[config.mk]
export PLATFORM = sky130hd
export DESIGN_NAME = lut_prog_table
export DESIGN_NICKNAME = d
export VERILOG_FILES = /design/src/rtl/lut_prog_table_pkg.sv /design/src/rtl/lut_prog_table_init_seq.sv /design/src/rtl/lut_prog_table.sv
export SDC_FILE = /design/constraint.sdc
export NUM_CORES = 1
export LEC_CHECK = 0
export BUFFER_PORTS_ARGS = -buffer_cell sky130_fd_sc_hd__buf_4
export CORE_UTILIZATION = 45
export DETAILED_ROUTE_END_ITERATION = 8
export MAX_ROUTING_LAYER = met4
export PLACE_DENSITY = 0.57
export REMOVE_ABC_BUFFERS = 1
export SYNTH_ARGS = -nofsm -noshare
export SYNTH_HDL_FRONTEND = slang
export SYNTH_SLANG_ARGS = --single-unit
export TNS_END_PERCENT = 50
[constraint.sdc]
create_clock -name CLK -period 5.2 [get_ports CLK]
set_clock_uncertainty 0.1 [all_clocks]
set_input_delay 0.26 -clock CLK [delete_from_list [all_inputs] [get_ports CLK]]
set_output_delay 0.26 -clock CLK [all_outputs]
set_load 0.005 [all_outputs]
[src/rtl/lut_prog_table_pkg.sv]
// lut_pkg: shared types, default image and extension helper.
// Used by lut_prog_table (optional LUT_FWD_EN).
package lut_pkg;

  typedef enum logic {
    INIT = 1'b0,
    IDLE = 1'b1
  } lut_state_t;

  localparam int IMG_DEPTH = 32;
  localparam int IMG_W     = 8;
  localparam int EXT_W     = 64;

  localparam logic [IMG_W-1:0] DEFAULT_IMG [IMG_DEPTH] = '{
    8'hF5, 8'h09, 8'hEC, 8'h00, 8'h0F, 8'h05, 8'h00, 8'h00,
    8'h00, 8'h00, 8'h00, 8'h00, 8'h00, 8'h00, 8'h00, 8'h00,
    8'h00, 8'h00, 8'h00, 8'h00, 8'h00, 8'h00, 8'h00, 8'h00,
    8'h00, 8'h00, 8'h00, 8'h00, 8'h00, 8'h00, 8'h00, 8'h00
  };

  // Widen a dw-bit entry, filling the upper bits with its msb or zero.
  function automatic logic [EXT_W-1:0] ext_entry(
    input logic [EXT_W-1:0] data,
    input int               dw,
    input logic             sext
  );
    logic [EXT_W-1:0] r;
    logic             msb;
    r   = '0;
    msb = 1'b0;
    for (int i = 0; i < EXT_W; i++) begin
      if (i == dw - 1) msb = data[i];
    end
    for (int i = 0; i < EXT_W; i++) begin
      r[i] = (i < dw) ? data[i] : (sext & msb);
    end
    return r;
  endfunction

endpackage

[src/rtl/lut_prog_table_init_seq.sv]
// lut_init_seq: INIT/IDLE sequencer that streams the default
// image into the table after reset or on reinit.
module lut_init_seq
  import lut_pkg::*;
#(
  parameter int DW    = 8,
  parameter int AW    = 5,
  parameter int DEPTH = 32
) (
  input  logic          CLK,
  input  logic          reset_n,
  input  logic          reinit_i,
  output logic          busy_o,
  output logic          init_we_o,
  output logic [AW-1:0] init_addr_o,
  output logic [DW-1:0] init_data_o
);

  localparam logic [AW-1:0] LAST = AW'(DEPTH - 1);

  lut_state_t    state_q, state_d;
  logic [AW-1:0] cnt_q, cnt_d;

  // State and init counter registers.
  always_ff @(posedge CLK or negedge reset_n) begin
    if (!reset_n) begin
      state_q <= INIT;
      cnt_q   <= '0;
    end else begin
      state_q <= state_d;
      cnt_q   <= cnt_d;
    end
  end

  // Walk every entry once in INIT, then wait for a reinit pulse.
  always_comb begin
    state_d = state_q;
    cnt_d   = cnt_q;
    unique case (state_q)
      INIT: begin
        cnt_d = cnt_q + 1'b1;
        if (cnt_q == LAST) begin
          state_d = IDLE;
          cnt_d   = '0;
        end
      end
      IDLE: begin
        if (reinit_i) begin
          state_d = INIT;
          cnt_d   = '0;
        end
      end
      default: begin
        state_d = INIT;
        cnt_d   = '0;
      end
    endcase
  end

  // Init write port: one image entry per INIT cycle.
  always_comb begin
    busy_o      = (state_q == INIT);
    init_we_o   = busy_o;
    init_addr_o = cnt_q;
    init_data_o = DW'($signed(DEFAULT_IMG[cnt_q]));
  end

endmodule

[src/rtl/lut_prog_table.sv]
// lut_prog_table: programmable pointer/immediate table with
// registered read. LUT_FWD_EN forwards same-cycle write data.
module lut_prog_table
  import lut_pkg::*;
#(
  parameter int DW    = 8,
  parameter int AW    = 5,
  parameter int DEPTH = 32,
  parameter int OW    = 8
) (
  input  logic          CLK,
  input  logic          reset_n,
  input  logic          reinit_i,
  input  logic          rd_en_i,
  input  logic [AW-1:0] rd_ptr_i,
  input  logic          sext_i,
  input  logic          wr_en_i,
  input  logic [AW-1:0] wr_ptr_i,
  input  logic [DW-1:0] wr_data_i,
  output logic          busy_o,
  output logic          rd_valid_o,
  output logic [OW-1:0] rd_data_o,
  output logic          oob_o
);

  localparam int        AW1     = AW + 1;
  localparam logic [AW:0] DEPTH_L = AW1'(DEPTH);

  logic          busy;
  logic          init_we;
  logic [AW-1:0] init_addr;
  logic [DW-1:0] init_data;

  logic [DW-1:0] mem_q [DEPTH];
  logic          mem_we;
  logic [AW-1:0] mem_addr;
  logic [DW-1:0] mem_wdata;

  logic          rd_fire, wr_fire;
  logic          rd_in, wr_in;
  logic [DW-1:0] rd_raw;
  logic [OW-1:0] rd_ext;

  logic          rd_valid_q, rd_valid_d;
  logic [OW-1:0] rd_data_q, rd_data_d;
  logic          oob_q, oob_d;

  lut_init_seq #(
    .DW    (DW),
    .AW    (AW),
    .DEPTH (DEPTH)
  ) u_init_seq (
    .CLK         (CLK),
    .reset_n     (reset_n),
    .reinit_i    (reinit_i),
    .busy_o      (busy),
    .init_we_o   (init_we),
    .init_addr_o (init_addr),
    .init_data_o (init_data)
  );

  // Request qualification: reinit and busy both swallow requests.
  always_comb begin
    rd_fire = rd_en_i & ~busy & ~reinit_i;
    wr_fire = wr_en_i & ~busy & ~reinit_i;
    rd_in   = ({1'b0, rd_ptr_i} < DEPTH_L);
    wr_in   = ({1'b0, wr_ptr_i} < DEPTH_L);
  end

  // Write arbitration: the init sequencer owns the port while busy.
  always_comb begin
    mem_we    = 1'b0;
    mem_addr  = '0;
    mem_wdata = '0;
    if (init_we) begin
      mem_we    = 1'b1;
      mem_addr  = init_addr;
      mem_wdata = init_data;
    end else if (wr_fire && wr_in) begin
      mem_we    = 1'b1;
      mem_addr  = wr_ptr_i;
      mem_wdata = wr_data_i;
    end
  end

  // Table storage; contents come from the init sequencer, not reset.
  always_ff @(posedge CLK) begin
    if (mem_we) mem_q[mem_addr] <= mem_wdata;
  end

  // Read mux, optional write forwarding, and extension.
  always_comb begin
    rd_raw = rd_in ? mem_q[rd_ptr_i] : '0;
`ifdef LUT_FWD_EN
    if (rd_in && wr_fire && (wr_ptr_i == rd_ptr_i)) rd_raw = wr_data_i;
`else
    rd_raw = rd_raw;
`endif
    rd_ext = OW'(ext_entry(EXT_W'(rd_raw), DW, sext_i));
  end

  // Next output state: data and oob hold between reads.
  always_comb begin
    rd_valid_d = rd_fire;
    rd_data_d  = rd_data_q;
    oob_d      = oob_q;
    if (rd_fire) begin
      rd_data_d = rd_in ? rd_ext : '0;
      oob_d     = ~rd_in;
    end
  end

  // Output register.
  always_ff @(posedge CLK or negedge reset_n) begin
    if (!reset_n) begin
      rd_valid_q <= 1'b0;
      rd_data_q  <= '0;
      oob_q      <= 1'b0;
    end else begin
      rd_valid_q <= rd_valid_d;
      rd_data_q  <= rd_data_d;
      oob_q      <= oob_d;
    end
  end

  assign busy_o     = busy;
  assign rd_valid_o = rd_valid_q;
  assign rd_data_o  = rd_data_q;
  assign oob_o      = oob_q;

endmodule

==> Word-level counts from Yosys, hierarchy flattened <==
Memories as Yosys holds them, arrays and structs flattened. A register that Yosys moved wholly into a read port is not among the register bits.
Index checks and enable logic that the tools add are counted.
{ "totals": {"rom_bits": 256, "out_inout_bits": 11, "mem_count": 2, "word_cells": 33, "reg_bits": 7, "ramBits": 256} }
{ "classes": {"mux": 16, "n_eq_ne": 2, "addsub": 1, "n_lt_le_gt_ge": 1, "reduce_logical": 1, "bitwise": 7} }
{ "mem_list": {"columns": ["memory", "words", "width", "read_ports", "rd_clocked_by_memory_dff", "write_ports", "line", "rtl"], "rows": [
  ["(no name shown)", 32, 8, 1, 0, 0, "lut_prog_table_init_seq.sv:65", "init_data_o = DW'($signed(DEFAULT_IMG[cnt_q]));"],
  ["mem_q", 32, 8, 1, 1, 1, "lut_prog_table.sv:34", "logic [DW-1:0] mem_q [DEPTH];"]
]} }
{ "ops": {"columns": ["cell", "n"], "rows": [
  ["$mux 8", 4],
  ["$mux 5", 4],
  ["$pmux 5 s2", 1],
  ["$ge 6x6->1 const B", 1],
  ["$mux 1", 6],
  ["$not 5->6", 1],
  ["$add 5x1->5 const B", 1],
  ["$eq 5x5->1 const B", 1],
  ["$and 1x1->1", 4],
  ["$ne 2x2->1 const B", 1],
  ["$not 1->1", 2],
  ["$pmux 1 s2", 1],
  ["$logic_not 1->1", 1]
]} }

==> Logic depth before layout (Yosys ltp) <==
Gate-level depths: netlist (run 1).
{ "logic_depth": {"depth_word": 6, "depth_mapped": 7} }

==> By module <==
From an unflattened synthesis (run 1), not the netlist that was laid out.
{ "unflattened": {"hier_cells": 662, "hier_area_um2": 11169.5} }
{ "by_module_without_submodules": {"columns": ["module", "seq_area_each_um2", "area_per_inst_um2", "cells_each", "instances"], "rows": [
  ["lut_prog_table", 7912.6, 10749.1, 617, 1],
  ["lut_init_seq", 150.1, 420.4, 45, 1]
]} }

==> Worst setup path after synthesis (run 1) <==
OpenSTA, ideal clock, no wires.
{ "synth_timing": {"path_type": "flip-flop to flip-flop", "start": "register u_init_seq.state_q", "end": "memory mem_q[0][3], data pin", "required_ps": 4646, "path_slack_ps": 2442, "arrival_time_ps": 2204, "path_stages_with_launch": 4, "path_buffers": 1, "period_less_slack_ps": 2758, "setup_time_ps": 454, "path_cell_list": "dfrtp_1 > buf_2 > or3_1 > o21ai_0"} }
{ "synth_via": {"elab_chain_len": 4} }
{ "synth_rtl": {"columns": ["item", "line", "rtl"], "rows": [
  ["start, declared", "lut_prog_table_init_seq.sv:21", "lut_state_t state_q, state_d;"],
  ["start signal, assigned", "lut_prog_table_init_seq.sv:30", "state_q <= state_d;"],
  ["$and 1x1->1 (2 in series)", "lut_prog_table.sv:65", "wr_fire = wr_en_i & ~busy & ~reinit_i;"],
  ["$mux 8", "lut_prog_table.sv:79", "end else if (wr_fire && wr_in) begin"],
  ["$mux 8 *", "lut_prog_table.sv:75", "if (init_we) begin"],
  ["net mem_wdata[3]", "lut_prog_table.sv:37", "logic [DW-1:0] mem_wdata;"],
  ["end, declared", "lut_prog_table.sv:34", null]
]} }
The timed path passes the listed nets; every way through them passes the cells marked *.

==> Final worst setup path (run 1) <==
{ "layout_timing": {"start": "register u_init_seq.state_q", "end": "memory mem_q[17][0] (enable)"} }
{ "layout_via": {"elab_chain_len": 6} }
{ "layout_rtl": {"columns": ["item", "line", "rtl"], "rows": [
  ["$and 1x1->1 (2 in series)", "lut_prog_table.sv:65", null],
  ["$mux 1", "lut_prog_table.sv:79", null],
  ["$mux 1", "lut_prog_table.sv:75", null],
  ["$mux 1", "lut_prog_table.sv:88", "if (mem_we) mem_q[mem_addr] <= mem_wdata;"],
  ["$mux 1 (not written as such)", "lut_prog_table.sv:88", null]
]} }
Several ways; a longest one is shown, not always the timed one.

==> PnR_summary.wiki, run 1 <==
{| class="wikitable"
! Metric !! Value
|-
| Run status || complete, no violations
|-
| CTS root buf || sky130_fd_sc_hd__clkbuf_16
|-
| Setup_tns || 0 ns
|-
| Clock tree sinks || ~270
|-
| Startpoint kind of the worst setup timing path || flop
|-
| Arrival time of data at the critical path endpoint || around 3.0 ns
|-
| Pin count of the biggest net entering global routing || 75
|-
| Final hold violation count || 0
|-
| Overall power consumption || roughly 6.3 mW
|-
| Register bit total from synthesis || roughly 270
|-
| Number of clock buffers inserted by TritonCTS || 27
|-
| Cell family with the largest share of critical-path delay || simple AND/OR/NAND/NOR gates
|-
| Number of flops mapped to enable cells by yosys || 256
|-
| Area of the die || roughly 25000 sq um
|-
| Routed WL || approximately 23000 um
|-
| Power per cell area || approximately 500 nW/um^2
|-
| Bufs and invs on worst path || 0
|-
| Postcts setup bufs || 0
|-
| Part of the cycle the worst path needs || roughly 57%
|-
| Via count of the first global-routing pass || between 5k and 6k
|-
| Minimum setup slack after placement || roughly 2.2 ns
|-
| End-of-flow core utilization || between 50% and 60%
|-
| Final RePlAce weighted congestion || between 0.8 and 0.9
|-
| Diode insertion count for antenna repair || 0
|-
| Unrepaired setup endpoints after global routing || no
|-
| Drt drc || 0
|-
| Sequential-to-total area share from yosys stat || between 70% and 80%
|-
| Final Critical Period || ~3.0 ns
|-
| CTS tree || done
|-
| Top Ports || 35
|-
| Count of unique library cells instantiated by Yosys || 46
|-
| Relative slew slack || between 10% and 20%
|-
| Dpl cell area || about 12000 sq um
|-
| Setup Viol. Count Final || 0
|-
| First-pass GRT wire length || approximately 35000 um
|-
| Number of nets in the layout || slightly above 700
|-
| Worst endpoint required time || between 5 and 6 ns
|-
| Share of layout cells above drive strength 1 || ~15%
|-
| Lkg Pwr || around 4.5 nW
|-
| Nature of the critical path endpoint || flop
|-
| Worst Reg-to-Reg Cells || 5
|-
| Final Max Slew Viols || 0
|-
| Detailed placement HPWL || approximately 15000 um
|-
| Mean routed wirelength per cell || 22.2 um
|-
| Worst path setup slack after routing || between 2 and 2.5 ns
|-
| Most frequent standard cell in the layout excluding fill and tap cells || sky130_fd_sc_hd__edfxtp_1
|-
| Area of the mapped netlist || around 11000 sq um
|-
| Max-capacitance violation count || 0
|-
| Count of mapped cells out of synthesis || roughly 650
|-
| Iteration count of the initial detailed-routing pass || 5
|-
| Placeable core region || between 20000 and 25000 sq um
|-
| Via count || between 5k and 6k
|-
| Total net switching power || around 1.8 mW
|-
| Vertical die dimension || around 160 um
|-
| Path type of the worst setup path || flop to flop
|-
| Power share of the clock group || between 20 and 30%
|-
| Fraction of registers with async set or reset after synthesis || 5.54%
|-
| CP cell instances || and3b_1 > nand2_1 > o21ai_0 > o21ai_1 > nor2_1
|-
| Achievable clock frequency || 337 MHz
|-
| Initial Utilization || between 40% and 50%
|-
| Detailed Route Iter0 Violations || around 450
|-
| Cell with the largest stage delay on the worst path || sky130_fd_sc_hd__nor2_1
|-
| Remaining antenna violation count after routing || 0
|-
| Synth-to-layout area growth || 12.1%
|-
| Part of the total power dissipated in combinational logic || 19.0%
|-
| I/O Buffers || 32
|-
| Global routing usage summed across all routing layers || 19.1%
|-
| Deepest clock path buffer count || 3
|-
| Post-synthesis average cell area || roughly 17 sq um
|-
| Worst voltage drop across the vdd grid || approximately 0.48 mV
|-
| Number of standard cells in the final layout excluding fillers || ~1.0k
|-
| Final hold slack || approximately 0.042 ns
|-
| Number of rows in the core area || 57
|-
| Clock latency on the worst-skew pair || roughly 0.52 ns
|-
| Die width || between 150 and 200 um
|-
| Average via count per standard cell || 5.49
|-
| Hold Path Class || input pin to async pin
|-
| Top FF cell, synth || sky130_fd_sc_hd__edfxtp_1
|-
| Number of H-tree branching levels || 1
|-
| Post-placement cell count || between 900 and 1k
|-
| Sequential power share || about 51%
|-
| Sw Ratio || 28.2%
|-
| Worst-path fanout max || 17
|-
| Leading cell types in the layout, fill and taps excluded || 256 x sky130_fd_sc_hd__edfxtp_1, 130 x sky130_fd_sc_hd__mux2i_1, 41 x sky130_fd_sc_hd__buf_4
|-
| Final Instance Area || between 10000 and 15000 sq um
|-
| Initial antenna violation count || 0
|-
| Slew at the pin closest to its max-slew limit || about 1.2 ns
|-
| Int Power || around 4.5 mW
|-
| Total number of yosys warnings || 0
|-
| Worst-path clk slew || around 0.06 ns
|-
| Total overflow reported by the global router || 0
|-
| Number of stages on the worst setup path || 5
|-
| Biggest cell delay along the critical path || between 0.7 and 0.8 ns
|}
kinds of logic after synthesis:
kind of cell / Yosys count / share of synthesized area, %
flip-flops: 271 / 72.5
other: 1 / 0.0337
adder cells (fa/ha/maj): 4 / 0.450
buffers and inverters: 43 / 2.80
AND/OR/NAND/NOR: 82 / 3.21
XOR/XNOR: 2 / 0.158
multiplexers: 130 / 11.7
AO/OA/AOI/OAI: 121 / 9.12
sequential cells by signal, summed over array words and instances, names as in the netlist:
register,cells
u_init_seq.state_q,1
rd_valid_o,1
mem_q,256
u_init_seq.init_addr_o,5
rd_data_o,8
synth_stat cells, drive strengths merged, types with 2 or more instances:
master   instances  area share [%]
nand2b           4            0.23
a22oi           32             2.2
a21o             3            0.20
ha               4            0.45
edfxtp         256              69
o31ai            3            0.20
or3              4            0.23
buf             23             2.0
o41ai            8            0.77
inv              6            0.20
a221oi          16             2.1
o2bb2ai          2            0.16
o21ai            6            0.27
clkbuf          14            0.60
o22ai            9            0.51
nand2           23            0.78
nor2b            2            0.11
nand3            5            0.23
nor2            38             1.3
dfrtp           15             3.4
a2bb2oi          3            0.24
a22o            18             1.4
a21oi           17            0.77
mux2i          130              12
metal layers:
metal / vias up / GRT usage (%) / part of all wire [%]
met5: - / - / 0
met4: 0 / 4.94 / 1.8
li1: 2678 / - / -
met2: 129 / 31.1 / 49
met3: 37 / 2.24 / 3.9
met1: 2837 / 25.7 / 45
final cells by class:
cell class	instances	area (sq um)
clock buffers	38	747
clock inverters	11	111
fillers	1995	11800
inverters	6	22.5
multi-input cells	340	2760
flip-flops and latches	271	8060
well taps	324	405
repair buffers	45	359
power groups by stage:
stage / Clock (mW) / Combinational, mW / Sequential (mW)
floorplan: 0 / 0.663 / 3.21
global placement: 0 / 1.16 / 3.24
detailed placement: 0 / 1.22 / 3.26
CTS: 1.91 / 1.22 / 3.21
global route: 1.99 / 1.31 / 3.24
finish: 1.87 / 1.19 / 3.21
worst paths after layout:
kind | start | to | slack (ns)
max | u_init_seq.state_q$_DFF_PN0_ | mem_q[17][0]$_DFFE_PP_ | 2.23
min | reset_n | u_init_seq.init_addr_o[0]$_DFFE_PN0P_ | 0.04
max reg2reg | u_init_seq.state_q$_DFF_PN0_ | mem_q[17][0]$_DFFE_PP_ | 2.23
min reg2reg | rd_data_o[3]$_DFFE_PN0P_ | rd_data_o[3]$_DFFE_PN0P_ | 0.39
max in group asynchronous | reset_n | rd_data_o[4]$_DFFE_PN0P_ | 4.76
min in group CLK | wr_data_i[1] | mem_q[2][1]$_DFFE_PP_ | 0.23
timing repair:
item,in CTS,in global routing
resized for setup,0,0
hold endpoints to repair,21,0
hold buffers,2,0
setup endpoints to repair,0,0
worst register-to-register path: stages (launching register included):
cell and delay [ns]:
sky130_fd_sc_hd__dfrtp_1 0.66, sky130_fd_sc_hd__and3b_1 0.48, sky130_fd_sc_hd__nand2_1 0.09, sky130_fd_sc_hd__o21ai_0 0.14, sky130_fd_sc_hd__o21ai_1 0.33, sky130_fd_sc_hd__nor2_1 0.80
Power figures use the tool's default switching activity.
==> run 2, diff against run 1 <==
- ABC_AREA: unset -> 1
- PLACE_DENSITY: 0.57 -> 0.59
- clock period: 5.2 -> 2.7 ns (I/O delays scaled with it)
==> PnR_summary.wiki, run 2 <==
{| class="wikitable"
! Metric !! Value
|-
| Run status || complete, no violations
|-
| Nature of the critical path endpoint || flop
|-
| FF/Latch Area || 8060 sq um (unchanged)
|-
| Worst-path fanout max || 55 (+38)
|-
| Number of clock buffers inserted by TritonCTS || 28 (+3.7%)
|-
| Number of nets in the layout || 1095 (+52%)
|-
| Number of rows in the core area || 57 (unchanged)
|-
| Bufs and invs on worst path || 4 (+4)
|-
| Lkg Pwr || 5.09 nW (+14%)
|-
| Count of mapped cells out of synthesis || 1000 (+53%)
|-
| Postcts setup bufs || 0 (unchanged)
|-
| Drt drc || 0 (unchanged)
|-
| Count of unique library cells instantiated by Yosys || 29 (-37%)
|-
| Biggest cell delay along the critical path || 0.55 ns (-0.24 ns)
|-
| Worst endpoint required time || 3.07 ns (-2.18 ns)
|-
| Number of H-tree branching levels || 1 (unchanged)
|-
| Register ranked first by flip-flop count || mem_q
|-
| Final Critical Period || between 2 and 2.5 ns
|-
| Area fraction of the dominant cell type after synthesis || 68.1% (-1.0 points)
|-
| Most frequent standard cell in the layout excluding fill and tap cells || sky130_fd_sc_hd__nand2_1
|-
| Die width || 160 um (+0.74%)
|-
| Detailed Route Iter0 Violations || 586 (+31%)
|-
| Routed WL || 26400 um (+15%)
|-
| Worst Hold End || mem_q[7][5]$_DFFE_PP_
|-
| Worst voltage drop across the vdd grid || 0.754 mV (+56%)
|-
| Path type of the worst setup path || input pin to flop
|-
| Via count || 7438 (+31%)
|-
| Remaining antenna violation count after routing || 0 (unchanged)
|-
| Average via count per standard cell || 5.28 (-3.9%)
|-
| Total overflow reported by the global router || 0 (unchanged)
|-
| Final hold violation count || 0 (unchanged)
|-
| Start point of the worst hold path || wr_data_i[5]
|-
| Cell with the largest stage delay on the worst path || sky130_fd_sc_hd__buf_4
|-
| Part of the cycle the worst path needs || between 90% and 100%
|-
| Startpoint of the lowest-slack register-to-register path || mem_q[25][0]$_DFFE_PP_
|-
| Final Instance Area || 13100 sq um (+4.9%)
|-
| CP cell instances || buf_4 > buf_4 > nand2_1 > nand3_1 > nand3_1 > nand2_1 > nand2_1 > nand3_1 > dlygate4sd3_1 > nand3_1 > nand2_1 > dlygate4sd3_1
|-
| Clock tree sinks || 271 (unchanged)
|-
| Clock latency on the worst-skew pair || 0.53 ns (about the same)
|-
| Combined area of the multi-input logic cells || 2870 sq um (+3.9%)
|-
| Overall power consumption || 12.3 mW (+96%)
|-
| Mean routed wirelength per cell || 18.7 um (-16%)
|-
| Setup Viol. Count Final || 0 (unchanged)
|-
| Fraction of registers with async set or reset after synthesis || 5.54% (unchanged)
|-
| Sequential-to-total area share from yosys stat || 71.4% (-1.1 points)
|-
| Initial Utilization || 46.1% (+0.28 points)
|-
| Via count of the first global-routing pass || 7232 (+24%)
|-
| Critical R2R Capture || rd_data_o[0]$_DFFE_PN0P_
|-
| Max-capacitance violation count || 0 (unchanged)
|-
| Slew at the pin closest to its max-slew limit || 0.894 ns (-0.351 ns)
|-
| Arrival time of data at the critical path endpoint || 2.82 ns (-0.19 ns)
|-
| Final Max Slew Viols || 0 (unchanged)
|-
| First-pass GRT wire length || 40600 um (+15%)
|-
| Total number of yosys warnings || 0 (unchanged)
|-
| Slack of the worst reg-to-reg path || 0.35 ns (-1.88 ns)
|-
| Dominant cell by count in the synthesized netlist || sky130_fd_sc_hd__nand2_1
|-
| Power per cell area || 938 nW/um^2 (+86%)
|-
| Top FF cell, synth || sky130_fd_sc_hd__edfxtp_1
|-
| Share of layout cells above drive strength 1 || 12.7% (-2.2 points)
|-
| CTS root buf || sky130_fd_sc_hd__clkbuf_16
|-
| Biggest area contributors in the synthesized netlist || sky130_fd_sc_hd__edfxtp_1 68%, sky130_fd_sc_hd__nand2_1 12%, sky130_fd_sc_hd__nand3_1 10%
|-
| Cell count of the worst hold path || 4
|-
| Iteration count of the initial detailed-routing pass || 5 (unchanged)
|-
| Worst Reg-to-Reg Cells || 10 (+5)
|-
| Number of standard cells in the final layout excluding fillers || 1410 (+36%)
|-
| Hold Path Class || input pin to flop
|-
| Worst-path clk slew || 0.06 ns (about the same)
|-
| Most frequent cells after synthesis || 359 x sky130_fd_sc_hd__nand2_1, 256 x sky130_fd_sc_hd__edfxtp_1, 225 x sky130_fd_sc_hd__nand3_1
|-
| Final RePlAce weighted congestion || 0.830 (-6.2%)
|-
| Synth-to-layout area growth || 15.9%
|-
| Cell family with the largest share of critical-path delay || buffers and inverters
|-
| Register bit total from synthesis || 271 (unchanged)
|-
| Area of the die || 25700 sq um (+1.5%)
|-
| CTS tree || done
|-
| Vertical die dimension || 160 um (+0.74%)
|-
| Post-synthesis average cell area || 11.3 sq um (-34%)
|-
| Pin count of the biggest net entering global routing || 68 (-9.3%)
|-
| Deepest clock path buffer count || 3 (unchanged)
|-
| Top Ports || 35 (unchanged)
|-
| Placeable core region || 24500 sq um (+0.88%)
|-
| Number of flops mapped to enable cells by yosys || 256 (unchanged)
|-
| Dpl cell area || 12100 sq um (+4.4%)
|-
| Relative slew slack || 40.2% (+23 points)
|-
| Achievable clock frequency || 408 MHz
|-
| Fillers || 2080 (+4.3%)
|-
| Post-synthesis cell type with the largest combined area || sky130_fd_sc_hd__edfxtp_1
|-
| Detailed placement HPWL || 16000 um (+10%)
|-
| I/O Buffers || 32 (unchanged)
|-
| Global routing usage summed across all routing layers || 21.6% (+2.5 points)
|-
| Area of the mapped netlist || 11300 sq um (+1.5%)
|-
| Startpoint kind of the worst setup timing path || input pin
|-
| Post-placement cell count || 1352 (+37%)
|-
| Initial antenna violation count || 0 (unchanged)
|-
| Unrepaired setup endpoints after global routing || no
|-
| Flip-flop count of the largest register after layout || 256 (unchanged)
|-
| Leading cell types in the layout, fill and taps excluded || 359 x sky130_fd_sc_hd__nand2_1, 256 x sky130_fd_sc_hd__edfxtp_1, 225 x sky130_fd_sc_hd__nand3_1
|-
| Diode insertion count for antenna repair || 0 (unchanged)
|}
## run 2: logic make-up after synthesis
family | count (synthesis) | share of synthesized area (%)
simple gates | 627 | 23.7
flops | 271 | 71.4
buf+inv | 79 | 3.22
compound gates | 17 | 1.13
fa+ha+maj | 4 | 0.444
xor+xnor | 1 | 0.0776
other cells | 1 | 0.0332
## run 2: report_power, final
| part | switching (mW) | internal [mW] | leakage [nW] |
|---|---|---|---|
| sequential | 0.196 | 5.78 | 2.57 |
| combinational | 1.84 | 0.709 | 2.07 |
| clock | 1.50 | 2.24 | 0.444 |
## run 2: per-layer routing
metal | vias up | global-route usage [%] | wire length [um]
li1 | 3607 | - | -
met1 | 3561 | 29.4 | 11600
met2 | 215 | 34.7 | 12500
met3 | 55 | 2.45 | 1560
met4 | 0 | 5.76 | 650
met5 | - | - | 0
## run 2: worst max path at each step
stage                                 start                        to  slack (ns)  depth (start not counted)
2_1_floorplan  u_init_seq.state_q$_DFF_PN0_     mem_q[0][0]$_DFFE_PP_      -0.003                          3
3_3_place_gp   u_init_seq.state_q$_DFF_PN0_     mem_q[0][1]$_DFFE_PP_        0.44                          9
3_5_place_dp   u_init_seq.state_q$_DFF_PN0_     mem_q[0][1]$_DFFE_PP_        0.42                          9
4_1_cts                         rd_ptr_i[0]  rd_data_o[0]$_DFFE_PN0P_        0.10                         13
5_1_grt                         rd_ptr_i[0]  rd_data_o[0]$_DFFE_PN0P_        0.06                         12
6_report                        rd_ptr_i[0]  rd_data_o[0]$_DFFE_PN0P_        0.25                         12
## run 2: timing repair
action,in CTS,in global routing
resized for setup,0,1
endpoints found under the setup margin,0,1
hold buffers,9,0
hold endpoints to repair,29,0
## run 2: layout make-up
type	instances	area share, %
clock buffers	38	6.11
clock inverters	11	0.756
inverters	25	0.813
multi-input cells	650	21.9
flip-flops and latches	271	61.6
well taps	324	3.10
repair buffers	91	5.68
## run 2: metrics by stage
step	hold WS, ns	TNS, ns	setup WS (ns)	util, %
after floorplan	-0.261	-0.173	-0.00270	-
after global placement	-0.0820	0	0.442	49.4
after detailed placement	-0.0783	0	0.424	49.4
after CTS	0.154	0	0.101	53.5
after global routing	0.190	0	0.0558	53.5
final	0.152	0	0.250	53.5
## run 2: tightest hold or removal path, delay by kind of cell
kind	cells	cell delay, ns
and+or+nand+nor	2	0.10
buffers and inverters	2	0.34
